$ cat src/rtl/vdc_video_timing.sv
// Raster sequencer for the HuC6270 VDC: dot-rate divider, ROW/COL position bus and sync/blank strobes.
// Define VDC_TIMING_FIELD_EN to alternate fields, with odd fields carrying one extra line.
module vdc_video_timing #(
    parameter int CLK_DIV      = 4,
    parameter int H_TOTAL      = 341,
    parameter int H_ACTIVE     = 256,
    parameter int H_SYNC_START = 280,
    parameter int H_SYNC_LEN   = 25,
    parameter int V_TOTAL      = 263,
    parameter int V_ACTIVE     = 240,
    parameter int V_SYNC_START = 245,
    parameter int V_SYNC_LEN   = 3
) (
    input  logic       CLK,
    input  logic       RESn,
    input  logic       CE,
    input  logic       EN,
    output logic       PCE,
    output logic [8:0] ROW,
    output logic [8:0] COL,
    output logic       HSYNCn,
    output logic       VSYNCn,
    output logic       HBLANK,
    output logic       VBLANK,
    output logic       FRAME_START,
    output logic       FIELD
);

    localparam logic [3:0] DIV_LAST = 4'(CLK_DIV - 1);
    localparam logic [8:0] COL_LAST = 9'(H_TOTAL - 1);
    localparam logic [8:0] ROW_LAST = 9'(V_TOTAL - 1);
    localparam logic [8:0] COL_ACT  = 9'(H_ACTIVE);
    localparam logic [8:0] ROW_ACT  = 9'(V_ACTIVE);
    localparam logic [9:0] HS_FIRST = 10'(H_SYNC_START);
    localparam logic [9:0] HS_END   = 10'(H_SYNC_START + H_SYNC_LEN);
    localparam logic [9:0] VS_FIRST = 10'(V_SYNC_START);
    localparam logic [9:0] VS_END   = 10'(V_SYNC_START + V_SYNC_LEN);

    logic       adv_s;
    logic       pce_s;
    logic       line_end_s;
    logic       frame_end_s;
    logic [3:0] div_r;
    logic [3:0] div_nxt_s;
    logic [8:0] col_r;
    logic [8:0] col_nxt_s;
    logic [8:0] row_r;
    logic [8:0] row_nxt_s;
    logic [8:0] row_last_s;
    logic       field_s;

`ifdef VDC_TIMING_FIELD_EN
    logic field_r;
    logic field_nxt_s;

    // Odd fields run one line longer, so the last row moves with the field bit.
    assign row_last_s = ROW_LAST + {8'd0, field_r};
    assign field_s    = field_r;

    // Field parity flips on every frame wrap.
    always_comb begin
        field_nxt_s = field_r;
        if (frame_end_s) begin
            field_nxt_s = ~field_r;
        end else begin
            field_nxt_s = field_r;
        end
    end

    // Field parity register.
    always_ff @(posedge CLK or negedge RESn) begin
        if (!RESn) begin
            field_r <= 1'b0;
        end else begin
            field_r <= field_nxt_s;
        end
    end
`else
    assign row_last_s = ROW_LAST;
    assign field_s    = 1'b0;
`endif

    // Divider and raster position next-state; everything holds unless CE and EN are both high.
    always_comb begin
        adv_s       = CE & EN;
        pce_s       = adv_s & (div_r == DIV_LAST);
        line_end_s  = (col_r == COL_LAST);
        frame_end_s = pce_s & line_end_s & (row_r == row_last_s);
        div_nxt_s   = div_r;
        col_nxt_s   = col_r;
        row_nxt_s   = row_r;
        if (adv_s) begin
            if (div_r == DIV_LAST) begin
                div_nxt_s = 4'd0;
            end else begin
                div_nxt_s = div_r + 4'd1;
            end
        end else begin
            div_nxt_s = div_r;
        end
        if (pce_s) begin
            if (line_end_s) begin
                col_nxt_s = 9'd0;
                if (frame_end_s) begin
                    row_nxt_s = 9'd0;
                end else begin
                    row_nxt_s = row_r + 9'd1;
                end
            end else begin
                col_nxt_s = col_r + 9'd1;
                row_nxt_s = row_r;
            end
        end else begin
            col_nxt_s = col_r;
            row_nxt_s = row_r;
        end
    end

    // Divider and position registers.
    always_ff @(posedge CLK or negedge RESn) begin
        if (!RESn) begin
            div_r <= 4'd0;
            col_r <= 9'd0;
            row_r <= 9'd0;
        end else begin
            div_r <= div_nxt_s;
            col_r <= col_nxt_s;
            row_r <= row_nxt_s;
        end
    end

    // Strobes decode straight from the registered position so they track ROW/COL with no lag.
    assign PCE         = pce_s;
    assign ROW         = row_r;
    assign COL         = col_r;
    assign HSYNCn      = ~(({1'b0, col_r} >= HS_FIRST) && ({1'b0, col_r} < HS_END));
    assign VSYNCn      = ~(({1'b0, row_r} >= VS_FIRST) && ({1'b0, row_r} < VS_END));
    assign HBLANK      = (col_r >= COL_ACT);
    assign VBLANK      = (row_r >= ROW_ACT);
    assign FRAME_START = pce_s & (row_r == 9'd0) & (col_r == 9'd0);
    assign FIELD       = field_s;

endmodule
$ cat config.mk
export PLATFORM = sky130hd
export DESIGN_NAME = vdc_video_timing
export DESIGN_NICKNAME = d
export VERILOG_FILES = /design/src/rtl/vdc_video_timing.sv
export SDC_FILE = /design/constraint.sdc
export NUM_CORES = 1
export LEC_CHECK = 0
export ABC_AREA = 1
export BUFFER_PORTS_ARGS = -buffer_cell sky130_fd_sc_hd__buf_4
export CAP_MARGIN = 20
export CORE_MARGIN = 5
export CORE_UTILIZATION = 49
export DETAILED_ROUTE_END_ITERATION = 8
export PLACE_DENSITY = 0.82
export RECOVER_POWER = 25
export SKIP_CTS_REPAIR_TIMING = 1
export SLEW_MARGIN = 20
export SYNTH_ARGS = -nofsm -noshare
export SYNTH_HDL_FRONTEND = slang
export SYNTH_SLANG_ARGS = --single-unit
$ cat constraint.sdc
create_clock -name CLK -period 1.2 [get_ports CLK]
set_input_delay 0.06 -clock CLK [delete_from_list [all_inputs] [get_ports CLK]]
set_output_delay 0.06 -clock CLK [all_outputs]
set_load 0.01 [all_outputs]
Word-level counts from Yosys, hierarchy flattened
Index checks and enable logic that the tools add are counted.
{ "classes": {"add_sub_neg": 3, "order_cmp": 6, "eq_ne": 3, "n_mux": 3, "bitwise": 8, "n_reduce_logical": 5} }
{ "op_table": {"columns": ["operator", "count"], "rows": [
  ["$add 9x1->9 const B", 2],
  ["$eq 9x9->1 const B", 2],
  ["$ge 9x8->1 const B", 2],
  ["$ge 9x9->1 const B", 2],
  ["$logic_not 9->1", 2],
  ["$mux 9", 2],
  ["$lt 9x8->1 const B", 1],
  ["$lt 9x9->1 const B", 1],
  ["$and 1x1->1", 6],
  ["$add 4x1->4 const B", 1],
  ["$eq 4x2->1 const B", 1],
  ["$mux 4", 1],
  ["$logic_and 1x1->1", 2],
  ["$not 1->1", 2],
  ["$reduce_and 2->1", 1]
]} }
{ "word_totals": {"register_bits": 22, "out_inout_bits": 25, "wordCells": 31} }

Logic depth before layout (Yosys ltp)
{ "depth": {"depth_word": 5, "depth_mapped": 9, "depth_no_buf": 9} }

Worst setup path before layout
OpenSTA, ideal clock, no wires.
{ "synth_timing": {"kind": "register to register", "startpoint": "reg col_r[0], in the netlist COL[0]", "endpoint": "reg row_r[8], in the netlist ROW[8]", "setup_time_ps": 65, "arrival_time_ps": 1267, "required_time_ps": 1135, "slack_ps": -132, "stages_incl_launch_ff": 9, "path_cell_list": "dfrtp_1 > inv_1 > ha_1 > inv_1 > nor2_4 > nand3_2 > nor2_4 > nand3_1 > nand2_1"} }
{ "synth_between": {"elab_chain_len": 4} }
{ "synth_lines": {"columns": ["element", "line", "text"], "rows": [
  ["start: declaration", "45", "logic [8:0] col_r;"],
  ["start signal: assignment", "127", "col_r <= col_nxt_s;"],
  ["$eq 9x9->1 (*)", "87", "line_end_s = (col_r == COL_LAST);"],
  ["$and 1x1->1 (2 in series)", "88", "frame_end_s = pce_s & line_end_s & (row_r == row_last_s);"],
  ["$mux 9", "104", "if (frame_end_s) begin"],
  ["end signal: assignment", "128", "row_r <= row_nxt_s;"],
  ["end: declaration", "47", "logic [8:0] row_r;"]
]} }
Every way passes the cells marked *; elsewhere a longest branch is shown, timed or not.
A chain may end at the register's enable or synchronous reset.

Worst setup path in the final report
{ "layout_timing": {"startpoint": "reg row_r[1], in the netlist ROW[1]", "endpoint": "out FRAME_START"} }
{ "layout_between": {"elab_chain_len": 3} }
{ "layout_lines": {"columns": ["element", "line", "text"], "rows": [
  ["$logic_not 9->1", "140", "assign FRAME_START = pce_s & (row_r == 9'd0) & (col_r == 9'd0);"],
  ["$and 1x1->1 (2 in series)", "140", null],
  ["end: declaration", "25", "output logic FRAME_START,"]
]} }
Every way passes these cells.

==> results.md <==
- Gate count after technology mapping: 204
- Root buffer cell: clkbuf_4
- Post-Synthesis Cell Area: 1525 sq um
- GPL Wtd Cong: 0.8322
- Post-Synth Adder-Cell Area: 5.742%
- Max incr delay on CP: 0.46 ns
- Total clock sinks: 22
- Post-synthesis mux area share: 0%
- Sequential share of the synthesized area: 36.10%
- Setup violations, final: 24
- P per Cell Area: 1087 nW/um^2
- Critical path endpoint: FRAME_START
- DPL Wire Length: 2980 um
- Worst r2r path cells: 8
- Layout cells sized above 1: 47.20%
- First drt pass iteration count: 5
- Crit Path Max Fanout: 3
- Slowest library cell on the worst path: dfrtp_2
- Crit Path Category: flop to output pin
- Post-synth cell types: 28
- Num CTS Buffers: 3
- Worst Slack Setup Final: -0.5849 ns
- Vias per cell: 5.409
- Clock slew at reported path FFs: 0.13 ns
- Yosys warns: 0
- Fmax achieved: 560.2 MHz
- Grt ovf: 0
- Core area: 3028 sq um
- RR Endpoint: COL[6]
- Slew margin rel.: 61.09%
- Slew Limit Fails: 0
- #FFs+latches synth: 22
- DRT iter0 DRCs: 247
- Req. time, crit path: 1.14 ns
- Synth-to-layout area growth: 59.15%
- XOR/XNOR Fraction of Synth Area: 4.594%
- Core Util, Final: 80.17%
- Compound-Gate Fraction of Synth Area: 5.660%
- Final wirelength: 5073 um
- Syn_area_per_cell: 7.477 sq um
- Die Height: 65.79 um
- DRC Markers: 0
- Synth Net Count: 215
- CP startpoint: ROW[1]
- Reg2reg setup slack: -0.36 ns
- Largest net degree at the start of global routing: 23
- # rows: 20
- Largest cells by area after synthesis: dfrtp_1, nand2_1, ha_1
- Worst vdd ir: 1.009 mV
- Initial antenna violation count: 0
- Simple-Gate Fraction of Synth Area: 38.06%
- Main combinational cell family by area after synthesis: simple AND/OR/NAND/NOR gates
- Leakage Power: 1.204 nW
- Reg2reg start: COL[0]
- Critical Path AT: 1.72 ns
- Status: complete, but fails checks
- Max-cap violations: 0
- Tcrit/Tclk final: 148.7%
- Remaining antenna violation count: 0
- Yosys top cell area share: 36.10%
- Die area: 4328 sq um
- Violated checks: setup timing
- Via count: 1785
- Vias in the first global route: 1480
- Clock Latency Late Sink: 0.32 ns
- GRT Overall Usage: 19.10%
- Cell accounting for the most synthesized area: dfrtp_1
- Wirelength per Cell: 15.37 um
- Fin nets: 298
- Critical Path Most Common Cell: nor2_1
- Critical path endpoint category: output pin
- Total power: 2.639 mW
- Diodes inserted: 0
- Hold WC Path Type: input pin to flop
- Least-Margin Pin Slew: 0.5837 ns
- Worst-path cell chain: inv_1, ha_1, nand4_1, nor2_1, nand3_1, nor2_1, buf_4
- Worst setup SP type: flop
- Clock Skew: 0.002277 ns
- CTS tree: built
- Io pins: 29
- Post-route minimum period: 1.785 ns
- RSZ-0062 raised after global routing: true
- WHS: 0.04716 ns
- Starting Density: 50.37%
- First-pass GRT wire length: 6472 um
- Longest Clk Path Bufs: 2
- Final Hold Viols: 0
- CTS H-tree lvls: 1
- Die width: 65.79 um
- IO buf count: 27
flip-flops by register name, summed over array words and instances (netlist names):
signal,count
COL,9
div_r,4
ROW,9
per-stage QoR:
step	setup TNS, ns	instances	setup slack, ns	cell area, sq um
after floorplan	-0.7092	204	-0.09188	1540
after global placement	-1.636	307	-0.1512	2038
after detailed placement	-2.428	307	-0.1961	2038
after CTS	-4.441	311	-0.4958	2074
after global routing	-6.926	330	-0.6696	2427
final	-5.278	330	-0.5849	2427
how the worst min path moves through the flow:
stage / start / to / cells after the start
after global routing: EN / div_r[1] / 4
after global placement: RESn / ROW[6] / 1
after detailed placement: RESn / ROW[6] / 1
final: EN / div_r[1] / 4
after floorplan: RESn / COL[0] / 0
after CTS: RESn / ROW[6] / 1
synthesized netlist by cell type:
cell type / n
nand2_1: 54
inv_1: 23
dfrtp_1: 22
nor2_1: 19
nand3_1: 16
o21ai_1: 9
ha_1: 7
inv_2: 7
nand4_1: 6
xor2_1: 6
nand3_2: 4
nor2_4: 4
nor3_1: 4
o21ai_0: 3
a21oi_1: 2
buf_4: 2
nand2_2: 2
nand4_4: 2
nor4_1: 2
xnor2_1: 2
a211oi_1: 1
buf_6: 1
clkbuf_1: 1
clkinv_1: 1
conb_1: 1
nor2_2: 1
nor3_2: 1
o311ai_0: 1
cell families (layout without fill, tap and decap cells):
group | count (synthesis) | after routing
DFF | 22 | 22
buffers and inverters | 35 | 116
xor gates and xnor gates | 8 | 8
and+or+nand+nor | 115 | 116
adders and majority gates | 7 | 7
AOI/OAI and AO/OA | 16 | 16
other | 1 | 1
layout by cell type, fill, tap and decap left out, drive strengths merged:
cell and count:
o311ai 1, nand4 9, conb 1, o21ai 12, dfrtp 22, inv 31
a211oi 1, ha 7, dlygate4sd3 1, nor4 2, nand2 56, nand3 20
a21oi 2, xor2 6, nor3 5, buf 79, nor2 24, xnor2 2
clkbuf 5
power by group:
group | switching (mW) | leakage, nW | internal [mW]
logic | 0.590 | 0.928 | 0.624
clock network | 0.253 | 0.0210 | 0.186
registers | 0.126 | 0.255 | 0.860
total | 0.969 | 1.20 | 1.67
metal layers:
layer / vias up / GRT usage [%] / share of wire, %
li1: 817 / - / -
met1: 839 / 23.30 / 38
met2: 99 / 33.42 / 51
met3: 30 / 2.721 / 6.6
met4: 0 / 7.772 / 4.1
met5: - / 0 / 0
area by class of cell:
type                    instances  area (sq um)
fillers                       174         600.6
repair buffers                 81         679.4
well taps                      44         55.05
multi-input cells             148         982.2
inverters                      31         118.9
flip-flops and latches         22         555.5
clock buffers                   4         36.28
critical path, delay by kind of cell, from the launching register on:
kind                     cells  cell delay [ns]
adder cells (fa/ha/maj)      1             0.16
buffers and inverters        2             0.24
flip-flops                   1             0.46
AND/OR/NAND/NOR              4             0.54
No activity file was read; power rests on OpenSTA's default activity.
